--- config.mk ---
export PLATFORM = sky130hd
export DESIGN_NAME = mem_port_arbiter
export DESIGN_NICKNAME = d
export VERILOG_FILES = /design/src/rtl/mem_arb_pkg.sv /design/src/rtl/mem_port_arbiter_rr_pick.sv /design/src/rtl/mem_port_arbiter.sv
export SDC_FILE = /design/constraint.sdc
export NUM_CORES = 1
export LEC_CHECK = 0
export ABC_CLOCK_PERIOD_IN_PS = 1800
export CAP_MARGIN = 40
export CORE_AREA = 3 3 109 111
export CTS_BUF_LIST = sky130_fd_sc_hd__clkbuf_8
export DETAILED_ROUTE_END_ITERATION = 8
export DIE_AREA = 0 0 112 114
export PLACE_DENSITY = 0.71
export SYNTH_ARGS = -nofsm -noshare
export SYNTH_HDL_FRONTEND = slang
export SYNTH_SLANG_ARGS = --single-unit
--- constraint.sdc ---
create_clock -name clk_i -period 1.8 [get_ports clk_i]
set_input_delay 0.36 -clock clk_i [delete_from_list [all_inputs] [get_ports clk_i]]
set_output_delay 0.36 -clock clk_i [all_outputs]
set_load 0.005 [all_outputs]
--- src/rtl/mem_arb_pkg.sv ---
// Shared definitions for the memory port arbiter.
// Contents:
//   idx_width()   index width for n items, never less than one bit
//   port_idx_t    port index at the default port count
//   mem_req_t     one master's request slice {we, addr, be, wdata} at default widths
//   lock_state_e  lock FSM state encoding
// The top level re-declares the index and request types with its own
// parameter values, so these typedefs are the default-width reference shapes.
package mem_arb_pkg;

    function automatic int idx_width(input int n);
        return (n > 1) ? $clog2(n) : 1;
    endfunction

    localparam int DEF_NR_PORTS   = 2;
    localparam int DEF_ADDR_WIDTH = 32;
    localparam int DEF_DATA_WIDTH = 32;

    typedef logic [idx_width(DEF_NR_PORTS)-1:0] port_idx_t;

    typedef struct packed {
        logic                          we;
        logic [DEF_ADDR_WIDTH-1:0]     addr;
        logic [DEF_DATA_WIDTH/8-1:0]   be;
        logic [DEF_DATA_WIDTH-1:0]     wdata;
    } mem_req_t;

    typedef enum logic {
        UNLOCKED = 1'b0,
        LOCKED   = 1'b1
    } lock_state_e;

endpackage

--- src/rtl/mem_port_arbiter_rr_pick.sv ---
// Round-robin picker, purely combinational.
// Ports:
//   eligible  in   N       requests allowed to compete this cycle
//   rr        in   IW      index with the highest priority
//   winner    out  IW      first eligible index at or after rr, wrapping
//   valid     out  1       at least one eligible request
module rr_pick
    import mem_arb_pkg::*;
#(
    parameter int N = 2
) (
    input  logic [N-1:0]              eligible,
    input  logic [idx_width(N)-1:0]   rr,
    output logic [idx_width(N)-1:0]   winner,
    output logic                      valid
);

    localparam int IW = idx_width(N);

    // The first loop finds the lowest eligible index overall (the wrapped
    // case); the second overrides it with the lowest eligible index at or
    // after rr when one exists. Descending loops make the lowest index win.
    always_comb begin
        winner = '0;
        valid  = 1'b0;
        for (int i = N - 1; i >= 0; i--) begin
            if (eligible[i]) begin
                winner = IW'(i);
                valid  = 1'b1;
            end
        end
        for (int i = N - 1; i >= 0; i--) begin
            if (eligible[i] && (i >= int'(rr))) begin
                winner = IW'(i);
            end
        end
    end

endmodule

--- src/rtl/mem_port_arbiter.sv ---
// Shares one single-port SRAM (1-cycle read latency, never stalls) between
// NR_PORTS masters with round-robin grants, a per-port lock for
// read-modify-write sequences, and a watchdog that breaks a stale lock.
// Ports:
//   clk_i, rst_ni        clock, asynchronous active-low reset
//   req_i/we_i/lock_i    per-port request, write enable, hold-grant-after
//   addr_i/be_i/wdata_i  per-port flattened slices, port k at slice k
//   gnt_o                one-hot grant, combinational, same cycle as request
//   rvalid_o             response strobe for the port granted last cycle
//   rdata_o              SRAM read data passed straight through
//   mem_*_o              SRAM request, driven from the winner (zero when idle)
//   mem_rdata_i          SRAM read data
//   lock_err_o           one-cycle pulse when the watchdog drops a lock
//
// Lock FSM:
//   state    | meaning
//   UNLOCKED | every requesting port competes round-robin
//   LOCKED   | only owner_q may be granted; watchdog counts owner idle cycles
module mem_port_arbiter
    import mem_arb_pkg::*;
#(
    parameter int NR_PORTS        = 2,
    parameter int ADDR_WIDTH      = 32,
    parameter int DATA_WIDTH      = 32,
    parameter int MAX_LOCK_CYCLES = 16
) (
    input  logic                             clk_i,
    input  logic                             rst_ni,
    input  logic [NR_PORTS-1:0]              req_i,
    input  logic [NR_PORTS-1:0]              we_i,
    input  logic [NR_PORTS-1:0]              lock_i,
    input  logic [NR_PORTS*ADDR_WIDTH-1:0]   addr_i,
    input  logic [NR_PORTS*DATA_WIDTH/8-1:0] be_i,
    input  logic [NR_PORTS*DATA_WIDTH-1:0]   wdata_i,
    output logic [NR_PORTS-1:0]              gnt_o,
    output logic [NR_PORTS-1:0]              rvalid_o,
    output logic [DATA_WIDTH-1:0]            rdata_o,
    output logic                             mem_req_o,
    output logic                             mem_we_o,
    output logic [ADDR_WIDTH-1:0]            mem_addr_o,
    output logic [DATA_WIDTH/8-1:0]          mem_be_o,
    output logic [DATA_WIDTH-1:0]            mem_wdata_o,
    input  logic [DATA_WIDTH-1:0]            mem_rdata_i,
    output logic                             lock_err_o
);

    localparam int IW = idx_width(NR_PORTS);
    localparam int BW = DATA_WIDTH / 8;
    localparam int CW = idx_width(MAX_LOCK_CYCLES);

    typedef logic [IW-1:0] idx_t;
    typedef logic [CW-1:0] cnt_t;

    typedef struct packed {
        logic                  we;
        logic [ADDR_WIDTH-1:0] addr;
        logic [BW-1:0]         be;
        logic [DATA_WIDTH-1:0] wdata;
    } port_req_t;

    lock_state_e   state_q;
    idx_t          owner_q;
    idx_t          rr_q;
    idx_t          resp_id_q;
    cnt_t          lock_cnt_q;
    logic          resp_valid_q;
    logic          lock_err_q;

    port_req_t            port_req [NR_PORTS];
    port_req_t            sel;
    logic [NR_PORTS-1:0]  owner_mask;
    logic [NR_PORTS-1:0]  eligible;
    idx_t                 winner;
    logic                 pick_valid;

    function automatic idx_t rr_next(input idx_t i);
        if (int'(i) >= NR_PORTS - 1) begin
            return '0;
        end
        return i + idx_t'(1);
    endfunction

    for (genvar k = 0; k < NR_PORTS; k++) begin : g_slice
        assign port_req[k] = '{
            we:    we_i[k],
            addr:  addr_i[k*ADDR_WIDTH +: ADDR_WIDTH],
            be:    be_i[k*BW +: BW],
            wdata: wdata_i[k*DATA_WIDTH +: DATA_WIDTH]
        };
    end

    // While locked, everyone but the owner is held off without a grant.
    assign owner_mask = NR_PORTS'(1) << owner_q;
    assign eligible   = (state_q == LOCKED) ? (req_i & owner_mask) : req_i;

    rr_pick #(
        .N (NR_PORTS)
    ) u_rr_pick (
        .eligible (eligible),
        .rr       (rr_q),
        .winner   (winner),
        .valid    (pick_valid)
    );

    assign gnt_o = pick_valid ? (NR_PORTS'(1) << winner) : '0;
    assign sel   = pick_valid ? port_req[winner] : '0;

    assign mem_req_o   = pick_valid;
    assign mem_we_o    = sel.we;
    assign mem_addr_o  = sel.addr;
    assign mem_be_o    = sel.be;
    assign mem_wdata_o = sel.wdata;

    assign rvalid_o   = resp_valid_q ? (NR_PORTS'(1) << resp_id_q) : '0;
    assign rdata_o    = mem_rdata_i;
    assign lock_err_o = lock_err_q;

    always_ff @(posedge clk_i or negedge rst_ni) begin
        if (!rst_ni) begin
            state_q      <= UNLOCKED;
            owner_q      <= '0;
            rr_q         <= '0;
            lock_cnt_q   <= '0;
            resp_valid_q <= 1'b0;
            resp_id_q    <= '0;
            lock_err_q   <= 1'b0;
        end else begin
            lock_err_q   <= 1'b0;
            resp_valid_q <= pick_valid;
            if (pick_valid) begin
                resp_id_q <= winner;
            end

            case (state_q)
                UNLOCKED: begin
                    if (pick_valid) begin
                        // A locking grant keeps rr_q so priority resumes
                        // where it was once the sequence finishes.
                        if (lock_i[winner]) begin
                            state_q    <= LOCKED;
                            owner_q    <= winner;
                            lock_cnt_q <= '0;
                        end else begin
                            rr_q <= rr_next(winner);
                        end
                    end
                end

                LOCKED: begin
                    // Any grant here is the owner's, including one in the
                    // watchdog's final cycle, which therefore beats the timeout.
                    if (pick_valid) begin
                        lock_cnt_q <= '0;
                        if (!lock_i[winner]) begin
                            state_q <= UNLOCKED;
                            rr_q    <= rr_next(winner);
                        end
                    end else if (lock_cnt_q == cnt_t'(MAX_LOCK_CYCLES - 1)) begin
                        state_q    <= UNLOCKED;
                        lock_cnt_q <= '0;
                        rr_q       <= rr_next(owner_q);
                        lock_err_q <= 1'b1;
                    end else begin
                        lock_cnt_q <= lock_cnt_q + cnt_t'(1);
                    end
                end

                default: begin
                    state_q <= UNLOCKED;
                end
            endcase
        end
    end

endmodule

==> flow_summary_export.csv <==
group,metric,value,unit
clock_tree,cts_tree,"yes",
sta,final_hold_viol_count,0,
logic_synthesis,async_reset_ff_share,100,%
clock_tree,cts_buffer_depth,2,
critical_path,path_cells,"or3b_1 > and3_4 > buf_12 > buf_16 > buf_8 > nand2_2 > o21ai_1 > buf_2",
routing,first_pass_iters,4,
finish,final_area,4810,µm²
routing,avgViaCountPerCell,4.49,
placement,portBuffers,218,
clock_tree,cts_buffers,3,
floorplan,core_area,10900,µm²
critical_path,cp_data_arrival_time,1.91,ns
logic_synthesis,syn_area,1820,µm²
critical_path,r2r_end,"rr_q",
pwr,power_density,955,nW/µm²
sta,fin_skew,0.00248,ns
job,maxCapViolCount,0,
finish,area_growth,164,%
finish,diodes,0,
routing,drtAntennaViolNets,0,
floorplan,rows,38,
global_routing,grt_max_degree,33,
global_routing,grt_usage,14.9,%
sta,period_share,126,%
critical_path,cp_slowest_stage_delay,0.40,ns
logic_synthesis,synth_warnings,0,
critical_path,critical_path_class,"reg2out",
sta,tightest_slew,0.505,ns
finish,nets,718,
placement,gp_congestion,0.837,
logic_synthesis,synth_top_flop_cell,"dfrtp_1",
clock_tree,htree_levels,1,
sta,grt_setup_unrepaired,"yes",
pwr,peakVddDrop,0.000673,V
critical_path,end_kind,"output port",
logic_synthesis,synthesis.nets,500,
sta,slew_headroom,66.2,%
placement,dp_hpwl,6550,µm
sta,setup_slack,-0.472,ns
logic_synthesis,synth_top_area_cell,"nand2_1",
critical_path,cp_max_fo,7,
clock_tree,clkLatencyLatePin,0.24,ns
sta,slew_violations,0,
clock_tree,cts-root-buf,"clkbuf_8",
sta,setup_violations,73,
routing,wl_per_cell,16.2,µm
logic_synthesis,synth_edf_count,0,
outcome,status,"finished with violations",
critical_path,reg2regPathDepth,7,
logic_synthesis,ys_seq_elements,10,
routing,drc,0,
floorplan,die_y,114,µm
logic_synthesis,synth_cell_types,29,
global_routing,grt_pass1_vias,3073,
finish,instances_no_fill,680,
logic_synthesis,synth_area_leaders,"nand2_1 30%, o21ai_1 17%, dfrtp_1 14%",
sta,fin_crit,2.27,ns
logic_synthesis,synth.avg_cell_area,5.63,µm²
min_path,hold_path_class,"in2async",
clock_tree,cts_sinks,10,
critical_path,cp-start-kind,"flop",
floorplan,die_x,112,µm
routing,drtIter0Drc,116,
critical_path,r2r_slack,-0.08,ns
floorplan,dieArea,12800,µm²
routing,wl,11000,µm
global_routing,grt_pass1_wl,15400,µm
floorplan,num_io_pins,283,
critical_path,cp_slowest_cell,"dfrtp_1",
logic_synthesis,ys_seq_area_share,13.8,%
sta,fmax,440,MHz
sta,finalSetupTns,-26.47,ns
placement,placed_cells,642,
global_routing,antenna_found_initial,0,
routing,vias,3054,
finish,fillers,1033,
global_routing,grt.overflow.total,0,
pwr,leakage,2.22,nW
clock_tree,clk_pin_slew_worst_paths,0.05,ns
critical_path,cp_num_buf_inv,4,
critical_path,worst_path_dominant_cell_family,"simple AND/OR/NAND/NOR gates",
logic_synthesis,syn_inst,323,
sta,timing.hold.ws,0.462,ns
logic_synthesis,netlist.area_leader.share,29.5,%
outcome,violations,"setup timing",
placement,place_area,3950,µm²
critical_path,critPathRequiredTime,1.44,ns
finish,layout-drive-gt1-share,45.4,%
floorplan,start_util,16.7,%
critical_path,r2r_start,"state_q",
layout make-up:
class / count / area [µm²] / area share [%]
repair buffers: 269 / 2670 / 55.6
flip-flops and latches: 10 / 250 / 5.20
inverters: 2 / 12.5 / 0.260
clock buffers: 4 / 55.1 / 1.14
well taps: 140 / 175 / 3.64
multi-input cells: 255 / 1640 / 34.2
worst max path at each step:
stage	start	endpoint	depth (start not counted)
floorplan	state_q	mem_wdata_o[20]	7
global placement	req_i[0]	mem_addr_o[5]	6
detailed placement	req_i[0]	mem_addr_o[5]	6
CTS	state_q	mem_addr_o[5]	8
global route	state_q	mem_wdata_o[5]	8
finish	state_q	mem_wdata_o[13]	8
where the power goes:
group          total [W]  switching (W)  internal [W]  leakage [nW]
clock           0.000287      0.0000940      0.000193        0.0288
sequential      0.000355      0.0000616      0.000293         0.129
combinational    0.00395        0.00178       0.00217          2.06
per-stage QoR:
stage	power [W]	util (%)	setup WS, ns
after floorplan	0.00162	-	0.0144
after global placement	0.00314	36.3	-1.02
after detailed placement	0.00319	36.3	-1.03
after CTS	0.00417	40.4	-0.607
after global routing	0.00494	44.2	-0.542
final	0.00459	44.2	-0.472
cells in the mapped netlist (2+ instances only):
library cell,number
and3_1,2
nand2b_1,5
nor2_1,7
clkbuf_1,9
nand3_1,4
buf_4,32
buf_6,9
and2_1,2
nor2b_1,2
o21ai_0,13
nand2_1,143
a21o_1,2
a21oi_1,3
a31o_2,2
o21ai_1,61
buf_2,5
dfrtp_1,10
sequential cells by signal, summed over array words and instances, names as in the netlist:
register	cells
resp_valid_q	1
lock_err_o	1
owner_q	1
lock_cnt_q	4
resp_id_q	1
state_q	1
rr_q	1
layer usage:
metal,wire length [µm],global-route usage (%),up-vias
li1,-,-,1462
met1,4170,17.6,1404
met2,5670,25.8,162
met3,843,3.45,26
met4,316,6.25,0
met5,0,0,-
logic make-up after synthesis:
group | synth area share [%]
mux | 0.550
buf+inv | 22.7
flops | 13.8
fa+ha+maj | 0.688
simple gates | 36.7
compound gates | 25.7
cell usage in the layout, fill, tap and decap left out, drive strengths merged, types with 3 or more instances in the layout:
master and n:
nand2 143, dlygate4sd2 3, a21oi 3, dfrtp 10
nand2b 5, nand3 4, buf 108, clkdlybuf4s50 144
o21ai 74, nor2 7, clkbuf 18
what timing repair did:
item                                    4_1_cts  5_1_grt
endpoints found under the setup margin       77       73
resized for setup                           290      160
pin swaps                                    32       47
setup buffers                                13        8
hold buffers                                  0        0
cloned                                       13        4
(Power assumes the default switching activity.)
